[config.mk]
export PLATFORM = sky130hd
export DESIGN_NAME = pwl_mixer_dac
export DESIGN_NICKNAME = d
export VERILOG_FILES = /design/src/rtl/pwl_synth_pkg.sv /design/src/rtl/pwl_sigma_delta.sv /design/src/rtl/pwl_mixer_dac.sv
export SDC_FILE = /design/constraint.sdc
export NUM_CORES = 1
export LEC_CHECK = 0
export ABC_CLOCK_PERIOD_IN_PS = 3900
export CAP_MARGIN = 10
export CORE_UTILIZATION = 23
export CTS_BUF_LIST = sky130_fd_sc_hd__clkbuf_8
export CTS_CLUSTER_DIAMETER = 50
export DETAILED_ROUTE_END_ITERATION = 16
export PLACE_DENSITY = 0.35
export SYNTH_ARGS = -nofsm -noshare
export SYNTH_HDL_FRONTEND = slang
export SYNTH_SLANG_ARGS = --single-unit
export TNS_END_PERCENT = 100
[constraint.sdc]
create_clock -name clk -period 3.9 [get_ports clk]
set_clock_uncertainty 0.1 [all_clocks]
set_input_delay 1.17 -clock clk [delete_from_list [all_inputs] [get_ports clk]]
set_output_delay 1.17 -clock clk [all_outputs]
set_load 0.005 [all_outputs]
[src/rtl/pwl_synth_pkg.sv]
// Shared definitions for the PWL synth mixer/DAC stage: sequencer states and default widths.
package pwl_synth_pkg;

    localparam int unsigned OSC_BITS = 10;
    localparam int unsigned AMP_BITS = 6;
    localparam int unsigned OUT_BITS = 12;

    typedef enum logic [1:0] {
        StIdle,
        StAccum,
        StLoad
    } state_e;

endpackage

[src/rtl/pwl_sigma_delta.sv]
// First-order sigma-delta modulator: turns a signed sample into a 1-bit PDM stream.
module pwl_sigma_delta #(
    parameter int unsigned OUT_BITS = 12
) (
    input  logic                clk,
    input  logic                reset,
    input  logic [OUT_BITS-1:0] sample,
    output logic                pdm
);

    logic [OUT_BITS-1:0] u;
    logic [OUT_BITS-1:0] sd_q, sd_d;
    logic                carry;
    logic                pdm_q;

    always_comb begin
        // Flipping the sign bit converts two's complement to offset binary.
        u = {~sample[OUT_BITS-1], sample[OUT_BITS-2:0]};
        {carry, sd_d} = {1'b0, sd_q} + {1'b0, u};
    end

    always_ff @(posedge clk or posedge reset) begin
        if (reset) begin
            sd_q  <= '0;
            pdm_q <= 1'b0;
        end else begin
            sd_q  <= sd_d;
            pdm_q <= carry;
        end
    end

    assign pdm = pdm_q;

endmodule

[src/rtl/pwl_mixer_dac.sv]
// Per-frame multiply-accumulate of all channels into one saturated mix sample,
// held and fed to a sigma-delta PDM output.
module pwl_mixer_dac #(
    parameter int unsigned NUM_CH   = 4,
    parameter int unsigned OSC_BITS = pwl_synth_pkg::OSC_BITS,
    parameter int unsigned AMP_BITS = pwl_synth_pkg::AMP_BITS,
    parameter int unsigned OUT_BITS = pwl_synth_pkg::OUT_BITS,
    parameter int unsigned SHIFT    = 6,
    parameter int unsigned PERIOD   = 64
) (
    input  logic                      clk,
    input  logic                      reset,
    input  logic                      enable,
    output logic [$clog2(NUM_CH)-1:0] ch_sel,
    input  logic [OSC_BITS-1:0]       osc_in,
    input  logic [AMP_BITS-1:0]       amp_in,
    output logic                      busy,
    output logic [OUT_BITS-1:0]       sample_out,
    output logic                      sample_strobe,
    output logic                      pdm_out
);

    import pwl_synth_pkg::*;

    localparam int unsigned CH_W   = $clog2(NUM_CH);
    localparam int unsigned PROD_W = OSC_BITS + AMP_BITS;
    localparam int unsigned ACC_W  = PROD_W + CH_W;
    localparam int unsigned CNT_W  = $clog2(PERIOD);

    localparam logic signed [ACC_W-1:0] SAT_HI = ACC_W'((1 << (OUT_BITS - 1)) - 1);
    localparam logic signed [ACC_W-1:0] SAT_LO = ~SAT_HI;

    state_e                    state_q, state_d;
    logic [CNT_W-1:0]          cnt_q, cnt_d;
    logic [CH_W-1:0]           ch_q, ch_d;
    logic signed [ACC_W-1:0]   acc_q, acc_d;
    logic [OUT_BITS-1:0]       sample_q, mix_sat;
    logic                      load_en;

    logic signed [PROD_W-1:0]  osc_ext, amp_ext, prod;
    logic signed [ACC_W-1:0]   acc_sum, acc_shr;

    // Datapath: product, running sum, scaled and clamped mix.
    always_comb begin
        osc_ext = {{AMP_BITS{osc_in[OSC_BITS-1]}}, osc_in};
        amp_ext = {{OSC_BITS{1'b0}}, amp_in};
        prod    = osc_ext * amp_ext;
        acc_sum = acc_q + {{CH_W{prod[PROD_W-1]}}, prod};
        acc_shr = acc_sum >>> SHIFT;
        if (acc_shr > SAT_HI) begin
            mix_sat = {1'b0, {(OUT_BITS - 1){1'b1}}};
        end else if (acc_shr < SAT_LO) begin
            mix_sat = {1'b1, {(OUT_BITS - 1){1'b0}}};
        end else begin
            mix_sat = acc_shr[OUT_BITS-1:0];
        end
    end

    always_comb begin
        state_d = state_q;
        ch_d    = ch_q;
        acc_d   = acc_q;
        load_en = 1'b0;
        cnt_d   = '0;
        if (enable) begin
            cnt_d = (cnt_q == CNT_W'(PERIOD - 1)) ? '0 : cnt_q + 1'b1;
        end
        case (state_q)
            StIdle: begin
                if (enable && cnt_q == '0) begin
                    state_d = StAccum;
                    acc_d   = '0;
                    ch_d    = '0;
                end
            end
            StAccum: begin
                acc_d = acc_sum;
                if (ch_q == CH_W'(NUM_CH - 1)) begin
                    // Saturated result is captured here so it is visible during LOAD.
                    state_d = StLoad;
                    ch_d    = '0;
                    load_en = 1'b1;
                end else begin
                    ch_d = ch_q + 1'b1;
                end
            end
            StLoad:  state_d = StIdle;
            default: state_d = StIdle;
        endcase
    end

    always_ff @(posedge clk or posedge reset) begin
        if (reset) begin
            state_q  <= StIdle;
            cnt_q    <= '0;
            ch_q     <= '0;
            acc_q    <= '0;
            sample_q <= '0;
        end else begin
            state_q <= state_d;
            cnt_q   <= cnt_d;
            ch_q    <= ch_d;
            acc_q   <= acc_d;
            if (load_en) begin
                sample_q <= mix_sat;
            end
        end
    end

    assign ch_sel        = ch_q;
    assign busy          = (state_q == StAccum);
    assign sample_strobe = (state_q == StLoad);
    assign sample_out    = sample_q;

    pwl_sigma_delta #(
        .OUT_BITS(OUT_BITS)
    ) u_sigma_delta (
        .clk   (clk),
        .reset (reset),
        .sample(sample_q),
        .pdm   (pdm_out)
    );

endmodule
# Word level (Yosys, flattened, before mapping)
# Cells that the tools add are included.
[totals]
mem_bits_ro = 0
register_bits = 53
out_inout_bits = 17
input_bits = 19
elab_cells = 41
ramBits = 0
latchBits = 0
mem_count = 0
[classes]
n_lt_le_gt_ge = 2
n_eq_ne = 6
bitwise = 1
muxes = 14
n_mul = 1
shifts = 0
div = 0
addsub = 4
n_reduce_logical = 6
[op_table]
columns = ["op", "count"]
rows = [
  ["one-hot mux 18 bit (2 select lines)", 1],
  ["two-way mux 12 bit", 2],
  ["adder 18 bit", 1],
  ["two-way mux 18 bit", 1],
  ["multiplier 10 x 7 -> 16 bit", 1],
  ["adder 12 x 12 -> 13 bit", 1],
  ["> comparator 12 bit, second input constant", 1],
  ["less-than comparator 12 bit, second input constant", 1],
  ["two-way mux 6 bit", 2],
  ["two-way mux 2 bit", 4],
  ["one-hot mux 2 bit (2 select lines)", 2],
  ["adder 6 x 1 -> 6 bit, second input constant", 1],
  ["equality test 6 bit, second input constant", 1],
  ["zero test 6 bit", 1],
  ["equality test 2 bit, second input constant", 2],
  ["AND reduction 2 bit", 2],
  ["adder 2 x 1 -> 2 bit, second input constant", 1],
  ["equality test 2 x 1 -> 1 bit, second input constant", 1],
  ["zero test 2 bit", 1],
  ["two-way mux 1 bit", 2],
  ["inequality test 2 x 1 -> 1 bit, second input constant", 1],
  ["inequality test 2 bit, second input constant", 1],
  ["nonzero test 2 bit", 1],
  ["logical AND 1 bit", 1],
  ["inverter 1 bit", 1],
]

# Longest topological paths before layout
# Gate-level depths: netlist (run 1).
[logic_depth]
depth_word = 5
depth_mapped = 24
depth_no_buf = 24

# By module
# A second synthesis (run 1) with hierarchy kept.
[hier_totals]
cells_unflattened = 602
area_unflattened_um2 = 5557.8
[by_module_without_submodules]
columns = ["module", "instances", "seq_area_each_um2", "cells_each", "area_per_inst_um2"]
rows = [
  ["pwl_mixer_dac", 1, 1001.0, 505, 4596.9],
  ["pwl_sigma_delta", 1, 325.3, 97, 960.9],
]

# Least setup slack after synthesis (run 1)
# No wires, ideal clock.
[synth_timing]
kind = "input to register"
start = "input port amp_in[2]"
end = "register acc_q[17]"
path_slack_ps = -2424
setup_ps = 122
path_stages = 22
required_time_ps = 3678
path_buffers = 0
arrival_ps = 6102
path_cell_list = "and2_1 fa_1 inv_1 fa_1 inv_1 fa_1 inv_1 fa_1 inv_1 ha_1 and3_1 o2111ai_1 or3_1 a21oi_2 xor2_1 ha_1 and3_1 nand3_1 a21o_1 and3_1 mux2i_1 nand2_1"
[synth_via]
elab_chain_cells = 3
[synth_rtl]
columns = ["element", "line_no", "rtl"]
rows = [
  ["start, declared", "pwl_mixer_dac.sv:16", "input logic [AMP_BITS-1:0] amp_in,"],
  ["multiplier 10 x 7 -> 16 bit", "pwl_mixer_dac.sv:47", "prod = osc_ext * amp_ext;"],
  ["adder 18 bit", "pwl_mixer_dac.sv:48", "acc_sum = acc_q + {{CH_W{prod[PROD_W-1]}}, prod};"],
  ["one-hot mux 18 bit (2 select lines)", "pwl_mixer_dac.sv:68", "case (state_q)"],
  ["end signal, assigned", "pwl_mixer_dac.sv:97", "acc_q <= '0;"],
  ["end signal, assigned", "pwl_mixer_dac.sv:103", "acc_q <= acc_d;"],
  ["end, declared", "pwl_mixer_dac.sv:36", "logic signed [ACC_W-1:0] acc_q, acc_d;"],
]
# Every way passes these cells.
# A chain may end at the register's enable or synchronous reset.

# Worst setup path after layout (run 1)
[layout_timing]
start = "input port amp_in[3]"
end = "register acc_q[17]"
# Same word-level chain as after synthesis.

==> results of run 1 <==
[per-stage QoR]
stage / worst slack (ps) / util, % / hold WS (ps)
6_report: -2000 / 35.6 / 373
5_1_grt: -2200 / 35.6 / 393
4_1_cts: -2100 / 34.5 / 375
3_5_place_dp: -3070 / 31.3 / 360
3_3_place_gp: -3030 / 31.3 / 348
2_1_floorplan: -2160 / - / 325
[sequential cells by signal (all words and copies together), names as in the netlist]
register / count
state_q: 2
u_sigma_delta.sd_q: 12
sample_out: 12
acc_q: 18
u_sigma_delta.pdm: 1
cnt_q: 6
ch_sel: 2
[kinds of logic after synthesis]
logic type / after synthesis / synth area share (%)
AO/OA/AOI/OAI: 123 / 14.5
XOR/XNOR: 42 / 7.06
adder cells (fa/ha/maj): 107 / 30.7
buffers and inverters: 88 / 6.11
flip-flops: 53 / 24.5
multiplexers: 6 / 1.20
AND/OR/NAND/NOR: 168 / 15.9
[final cells by class]
class,instances,area [um2]
tap,313,392
inverter,81,304
sequential,53,1330
clock inverter,3,25.0
clock buffer,5,68.8
timing repair buffer,154,1310
multi-input combinational,446,4700
fill,2399,14700
[worst register-to-register path, stage by stage, from the launching register on]
cell	delay (ps)
dfrtp_1	420
ha_1	220
inv_1	70
fa_1	210
nor2b_1	60
o21ai_0	260
a21boi_1	130
o21ai_0	260
a21oi_1	170
a311oi_1	440
a21oi_1	120
[routing by layer]
layer / up-vias / GRT usage (%) / wire, um
met3: 8 / 1.59 / 167
met5: - / 0 / 0
met2: 14 / 22.7 / 7040
met4: 0 / 1.63 / 57
met1: 2244 / 16.5 / 6840
li1: 2267 / - / -
[cell usage in the layout, fill, tap and decap left out, types with 6 or more instances in the layout]
cell type and count:
buf_4 99, inv_1 66, dfrtp_1 53, ha_1 43
nand2_1 42, fa_1 42, and2_1 39, buf_6 22
ha_4 21, clkdlybuf4s50_1 20, nor2_1 19, xnor2_1 19
and2_4 17, inv_2 15, a21o_1 14, a21oi_1 14
o21ai_1 13, a21oi_2 10, o21ai_0 9, nor2b_1 8
nor3_1 8, xor2_1 8, nand3_1 7, o21ai_2 7
buf_2 7, a21oi_4 6, a22o_1 6, o21a_1 6
nand3_2 6
[worst max-delay path by stage]
stage	slack, ps	cells past startpoint	end
final	-2000	24	acc_q[17]
after global routing	-2200	24	acc_q[17]
after CTS	-2100	21	sample_out[9]
after detailed placement	-3070	21	acc_q[17]
after global placement	-3030	21	acc_q[17]
after floorplan	-2160	22	acc_q[17]
[repair_timing]
item / 4_1_cts / 5_1_grt
buffers inserted: 12 / 4
pin swaps: 72 / 42
gates resized for setup: 175 / 40
endpoints found under the setup margin: 27 / 27
==> impl_metrics.py, run 1 <==
metrics = {
    "critical_path": {
        "timing.critical_path.mode_cell": "fa_1",
        "criticalPathCategory": "in2reg",
        "critPathLaunch": "amp_in[3]",
        "cp.required_ps": 4020,
        "reg2reg_slack_ps": 1310,
        "arrival_ps": 6030,
        "endpoint_kind": "flip-flop",
        "crit_chain": "buf_12, buf_4, and2_4, fa_2, inv_2, fa_1, inv_1, fa_1, inv_1, fa_1, inv_2, ha_4, and3_4, o2111ai_1, or3_4, a21oi_4, xor2_2, ha_4, and3_4, nand3_2, a21o_1, and3_1, mux2i_1, nand2_1",
        "cpMaxStageDelayCell": "fa_2",
        "crit_family": "adder cells",
        "reg2reg_to": "u_sigma_delta.pdm",
        "start_kind": "input pin",
        "critPathBufInv": 6,
        "r2r_start": "sample_out[0]",
        "crit_path_max_incr_delay_ps": 550,
        "ff2ff_path_depth": 10,
        "path_max_fanout": 6,
    },
    "yosys": {
        "yosysUniqueCellTypes": 44,
        "ys_top_cells_by_area": "dfrtp_1 25%, fa_1 16%, ha_1 15%",
        "syn-num-nets": 713,
        "synth_flop_cell": "dfrtp_1",
        "seq_area_frac_synth_pct": 24.5,
        "synth.most_common_cell": "inv_1",
        "ys_ff_latch": 53,
        "async_reset_ff_share_pct": 100,
        "avgSynthCellArea_um2": 9.21,
        "synth_edf_count": 0,
        "synth.top_cell.area_share_pct": 24.5,
        "synthesis.area_um2": 5410,
        "synth_commonest_cells": "79 x inv_1, 64 x ha_1, 56 x and2_1, 53 x dfrtp_1, 44 x nand2_1",
        "synth_area_leader_cell": "dfrtp_1",
        "synthCells": 587,
        "yosys_warnings": 0,
    },
    "clock_network": {
        "clock_latency_ps": 330,
        "cts_htree_levels": 2,
        "clock-sinks": 53,
        "clk_path_buf_depth": 2,
        "hold_buffers": 0,
        "cts-root-buf": "clkbuf_8",
        "numCtsBuffers": 5,
        "cts_tree": "built",
        "cts.reportedPaths.clkPinSlew_ps": 110,
    },
    "finish": {
        "drive_gt1_share_pct": 37.7,
        "syn_to_final_growth_pct": 50.4,
        "fin_nets": 867,
        "n_antenna_cell": 0,
        "fin_cells": 1055,
        "stdcell_area_um2": 8130,
    },
    "die": {
        "die_area_um2": 24100,
        "coreArea_um2": 22800,
        "fp.dieH_um": 155,
        "num_rows": 55,
        "start_util_pct": 23.7,
        "ioPinCount": 36,
        "die_w_um": 155,
    },
    "global_route": {
        "grt_pass1_wl_um": 24600,
        "gr-total-overflow": 0,
        "grt_pass1_vias": 5064,
        "grt_max_degree": 54,
        "grt_use_total_pct": 12.6,
        "antenna_found_initial": 0,
    },
    "placement": {
        "place_area_um2": 7160,
        "dp_cells": 1033,
        "gp_congestion": 0.765,
        "portBuffers": 35,
        "dp_hpwl_um": 11000,
    },
    "sta": {
        "finalHoldViolCount": 0,
        "tns_ps": -41590,
        "period_minus_slack_ps": 5900,
        "worstMarginPinSlew_ps": 597,
        "fmax_ghz": 0.169,
        "rsz0062_at_grt": "true",
        "min_period_over_period_pct": 151,
        "drv_slew": 0,
        "fin_ws_ps": -2000,
        "slew_headroom_pct": 59.7,
        "setup_viol": 26,
    },
    "drt": {
        "via_count": 4533,
        "wire_per_inst_um": 13.4,
        "drc": 0,
        "postRouteAntennaNets": 0,
        "drt-initial-drc-count": 88,
        "routed_via_density": 4.30,
        "drt-total-wl_um": 14100,
        "drt_first_pass_iters": 4,
    },
    "hold_path": {
        "min_from": "state_q[1]",
        "hp-class": "reg2reg",
        "hold_depth": 1,
        "hold_end": "state_q[0]",
    },
    "outcome": {
        "violations": "setup timing",
        "status": "finished with violations",
    },
    "run": {
        "cap_violations": 0,
    },
}
Power of run 1 is not shown: default switching activity piles up to over one toggle a cycle in this logic, so the estimate is an artifact.
==> run 2, diff against run 1 <==
SLEW_MARGIN = 20   (was unset)
==> results of run 2 <==
No change in the layout: final DEF, timing and power equal those of run 1.
Power of run 2 is left out for the same reason.
==> RTL change 1, RTL diff (config.mk and constraints of run 1) <==
`sd_q` no longer has a reset.
--- a/src/rtl/pwl_sigma_delta.sv
+++ b/src/rtl/pwl_sigma_delta.sv
@@ -21,12 +21,14 @@
 
     always_ff @(posedge clk or posedge reset) begin
         if (reset) begin
-            sd_q  <= '0;
             pdm_q <= 1'b0;
         end else begin
-            sd_q  <= sd_d;
             pdm_q <= carry;
         end
+    end
+
+    always_ff @(posedge clk) begin
+        sd_q <= sd_d;
     end
 
     assign pdm = pdm_q;
Behaviour: not the same (a bounded check fails within 4 cycles, from zero or initial values and one cycle with reset high).
==> RTL change 1 against run 1 <==
The flow still finishes with violations (setup timing). Sequential cell count unchanged. Final area down 2.9%. Wire length down 5.1%. Sequential share of layout area down 0.28 points. Setup slack worse by 0.80 ns. Via count down 1.1%. Cell count down 0.95%. Area after synthesis down 0.69%. Non-clock buffer count up 1. Critical path type unchanged. Critical endpoint unchanged. Largest cell class unchanged.
Power is left out: the tool's default activity adds up to more than one toggle a clock period on the data nets, which glitch-free logic cannot reach.
==> RTL change 1: results (changes against run 1) <==
[logic_synthesis]
ys_top_cells_by_count = 77 x inv_1, 64 x ha_1, 58 x and2_1, 43 x fa_1, 41 x dfrtp_1
yosysWarnings = 0  ; unchanged
ys_types = 55  ; +25%
synth.net_count = 700  ; -1.8%
async_flop_share_pct = 77.4  ; -23 points
seq_area_frac_synth_pct = 23.6  ; -0.95 points
ys_top_cells_by_area = dfrtp_1 19%, fa_1 16%, ha_1 15%

[route]
post_drt_wl_per_cell_um = 12.8  ; -4.2%
first_pass_iters = 4  ; unchanged
drt_iter0_drc = 125  ; +42%
viasPerCell = 4.29  ; -0.20%

[setup_path]
crit_arrival_ns = 6.84  ; +0.81 ns
reg2reg_slack_ns = 1.18  ; -0.13 ns
slowest_stage = fa_1
max_stage_delay_ns = 0.54
crit_start = osc_in[5]
ff2ff_path_depth = 9  ; -1
rr_startpoint = acc_q[1]$_DFFE_PP0P_
crit_path_max_fanout = 5  ; -1

[grt]
grt_pass1_wl_mm = 23.9  ; -2.7%
grt_pass1_vias = 4934  ; -2.6%
grt_usage_pct = 12.2  ; -0.40 points
antenna_found_initial = 0  ; unchanged
grt_max_degree = 42  ; -22%

[layout]
seq_area_um2 = 1270  ; -4.5%
fillCellCount = 2313  ; -3.6%
nets = 857  ; -1.2%
n_antenna_cell = 0  ; unchanged
largest_reg_flops = 18  ; unchanged
final_layout_size_suffix_gt1_share_pct = 35.5  ; -2.2 points

[outcome]
outcome = finished, violations left
failed_checks = setup timing

[cts]
cts-resized-gates = 155  ; -11%
postCtsSetupBuffers = 5  ; -7
clk_path_buf_depth = 2  ; unchanged
h-tree-depth = 2  ; unchanged
cts_buffers = 5  ; unchanged
insertion_delay_ns = 0.32

[placement]
dpl.hpwl_mm = 10.8  ; -1.6%
numPortBuffers = 35  ; unchanged
place_area_um2 = 7090  ; -0.94%
place_congestion = 0.746  ; -2.5%

[sta]
finalSetupTns_ns = -50.70  ; -9.11 ns
hold_ws_ns = 0.359  ; -0.0138 ns
setup_ws_ns = -2.80  ; -0.801 ns
setup_viol = 26  ; unchanged
relSlewSlack_pct = 62.2  ; +2.5 points

[min_path]
min_from = u_sigma_delta.sd_q[0]$_DFF_P_
whs_endpoint = u_sigma_delta.sd_q[0]$_DFF_P_

-- RTL change 1: cell type report --
class	count	share of cell area (%)
clock inverters	3	0.538
flip-flops and latches	53	16.0
well taps	313	4.96
clock buffers	5	0.871
inverters	79	3.75
repair buffers	155	16.7
multi-input cells	437	57.1
-- RTL change 1: cells by family after synthesis --
logic type / after synthesis / synth area share [%]
adder cells (fa/ha/maj): 107 / 30.9
flip-flops: 53 / 23.6
buffers and inverters: 84 / 5.89
AND/OR/NAND/NOR: 161 / 16.0
multiplexers: 7 / 1.47
XOR/XNOR: 40 / 6.78
AO/OA/AOI/OAI: 122 / 15.3
-- RTL change 1: per-layer routing --
layer	track usage, %	vias up	wire (um)
met5	0	-	0
met4	1.79	0	100
met2	21.8	36	6720
li1	-	2240	-
met3	1.51	9	216
met1	16.1	2196	6350
-- RTL change 1: metrics by stage --
stage                     setup WS [ns]  cells
after floorplan                   -2.89    574
after global placement            -3.56   1023
after detailed placement          -3.68   1023
after CTS                         -2.84   1034
after global routing              -3.03   1045
final                             -2.80   1045
==> RTL change 2, RTL diff (settings of run 1) <==
Without the edit above. The package constant `AMP_BITS` goes from 6 to 12.
--- a/src/rtl/pwl_synth_pkg.sv
+++ b/src/rtl/pwl_synth_pkg.sv
@@ -2,7 +2,7 @@
 package pwl_synth_pkg;
 
     localparam int unsigned OSC_BITS = 10;
-    localparam int unsigned AMP_BITS = 6;
+    localparam int unsigned AMP_BITS = 12;
     localparam int unsigned OUT_BITS = 12;
 
     typedef enum logic [1:0] {
Interface: changed (resized amp_in); port bits go from 36 to 42. No check against the original RTL was run, so the function may have changed too.
==> RTL change 2 against run 1 <==
The flow still finishes with violations (setup timing). Area after synthesis grew 45%. Sequential cell count grew 6. Sequential share of layout area shrank 3.7 points. Wire length grew 53%. Setup slack lost 1.9 ns. Global-route usage grew 0.45 points. Final area grew 44%. Largest cell class unchanged.
Power is left out: the tool's default activity adds up to more than one toggle a clock period on the data nets, which glitch-free logic cannot reach.
==> RTL change 2: results (changes against run 1) <==
[placement]
post-place-ws_ns = -4.99  ; -1.92 ns
place_congestion = 0.759  ; -0.78%
dpl.hpwl_mm = 17.0  ; +55%
place_area_um2 = 10200  ; +42%
placedCellCount = 1505  ; +46%
numPortBuffers = 41  ; +17%

[layout]
n_antenna_cell = 0  ; unchanged
nets = 1320  ; +52%
final_layout_size_suffix_gt1_share_pct = 37.0  ; -0.70 points
fillCellCount = 3489  ; +45%
largest_reg_flops = 24  ; +6

[logic_synthesis]
synth_area_per_cell_um2 = 8.88  ; -3.6%
ys_types = 57  ; +30%
ys_top_cells_by_count = 132 x inv_1, 104 x ha_1, 94 x nand2_1, 81 x fa_1, 59 x dfrtp_1
seq_area_frac_synth_pct = 18.8  ; -5.8 points
ys_top_cells_by_area = fa_1 21%, dfrtp_1 19%, ha_1 17%
synth.net_count = 1096  ; +54%

[setup_path]
crit_arrival_ns = 7.87  ; +1.84 ns
reg2reg_slack_ns = 0.52  ; -0.79 ns
max_stage_delay_ns = 0.56
rr_startpoint = acc_q[0]$_DFFE_PP0P_
ff2ff_path_depth = 14  ; +4
crit_path_max_fanout = 6  ; unchanged
worst_r2r_endpoint = sample_out[9]$_DFFE_PP0P_

[grt]
met2_usage_pct = 21.9  ; -0.78 points
use_met3_pct = 1.16  ; -0.42 points
grt_usage_pct = 13.1  ; +0.45 points
antenna_found_initial = 0  ; unchanged
grt.met1_usage_pct = 18.3  ; +1.8 points
grt_max_degree = 39  ; -28%
grt_pass1_wl_mm = 37.4  ; +52%
grt_pass1_vias = 7313  ; +44%

[sta]
setup_ws_ns = -3.87  ; -1.86 ns
setup_viol = 32  ; +23%
relSlewSlack_pct = 28.4  ; -31 points
hold_ws_ns = 0.364  ; -0.00851 ns
finalSetupTns_ns = -96.30  ; -54.70 ns

[route]
viasPerCell = 4.28  ; -0.46%
dr_wl_met2_mm = 10.1  ; +43%
drt_iter0_drc = 156  ; +77%
finalWirelength_mm = 21.5  ; +53%
first_pass_iters = 5  ; +1
met3WireLength_um = 357  ; +110%
post_drt_wl_per_cell_um = 13.8  ; +3.0%
drt-met1-wl_mm = 10.9  ; +59%

[cts]
cts_buffers = 9  ; +4
cts-resized-gates = 224  ; +28%
insertion_delay_ns = 0.34
h-tree-depth = 3  ; +1
clk_pin_slew_ns = 0.07  ; -0.04 ns
postCtsSetupBuffers = 31  ; +19

[min_path]
whs_endpoint = state_q[0]$_DFFE_PP0P_

[outcome]
failed_checks = setup timing
outcome = finished, violations left

==> RTL change 2: cell count changes after synthesis, moves of 9 or more <==
cell,change
nand2b_1,+9
a21oi_1,+13
nor2_1,+16
nand2_1,+50
fa_1,+38
clkbuf_1,+21
o21ai_0,+22
inv_1,+53
o32ai_1,+11
ha_1,+40
==> RTL change 2: final cells by class <==
class                           instances  area, um^2  area share (%)
Inverter                              133         499            4.28
Tap cell                              448         561            4.80
Timing Repair Buffer                  245        2140            18.3
Sequential cell                        59        1480            12.6
Clock inverter                          7        85.1           0.729
Clock buffer                            9         124            1.06
Multi-Input combinational cell        662        6790            58.1
==> RTL change 2: how the worst max path moves through the flow <==
stage | startpoint | end | slack, ns | cells past startpoint
3_5_place_dp | amp_in[4] | sample_out[6]$_DFFE_PP0P_ | -4.99 | 25
6_report | amp_in[5] | sample_out[9]$_DFFE_PP0P_ | -3.87 | 31
4_1_cts | amp_in[5] | sample_out[2]$_DFFE_PP0P_ | -4.01 | 30
2_1_floorplan | osc_in[6] | sample_out[3]$_DFFE_PP0P_ | -3.70 | 28
3_3_place_gp | amp_in[6] | sample_out[2]$_DFFE_PP0P_ | -4.95 | 28
5_1_grt | amp_in[5] | sample_out[2]$_DFFE_PP0P_ | -4.17 | 31
==> RTL change 2: logic make-up (layout without fill, tap and decap cells) <==
kind of cell,count (synthesis),after routing,share of synthesized area (%)
AO/OA/AOI/OAI,176,176,14.6
adder cells (fa/ha/maj),185,185,37.2
buffers and inverters,165,394,7.99
AND/OR/NAND/NOR,253,253,15.9
multiplexers,1,1,0.143
XOR/XNOR,47,47,5.41
flip-flops,59,59,18.8
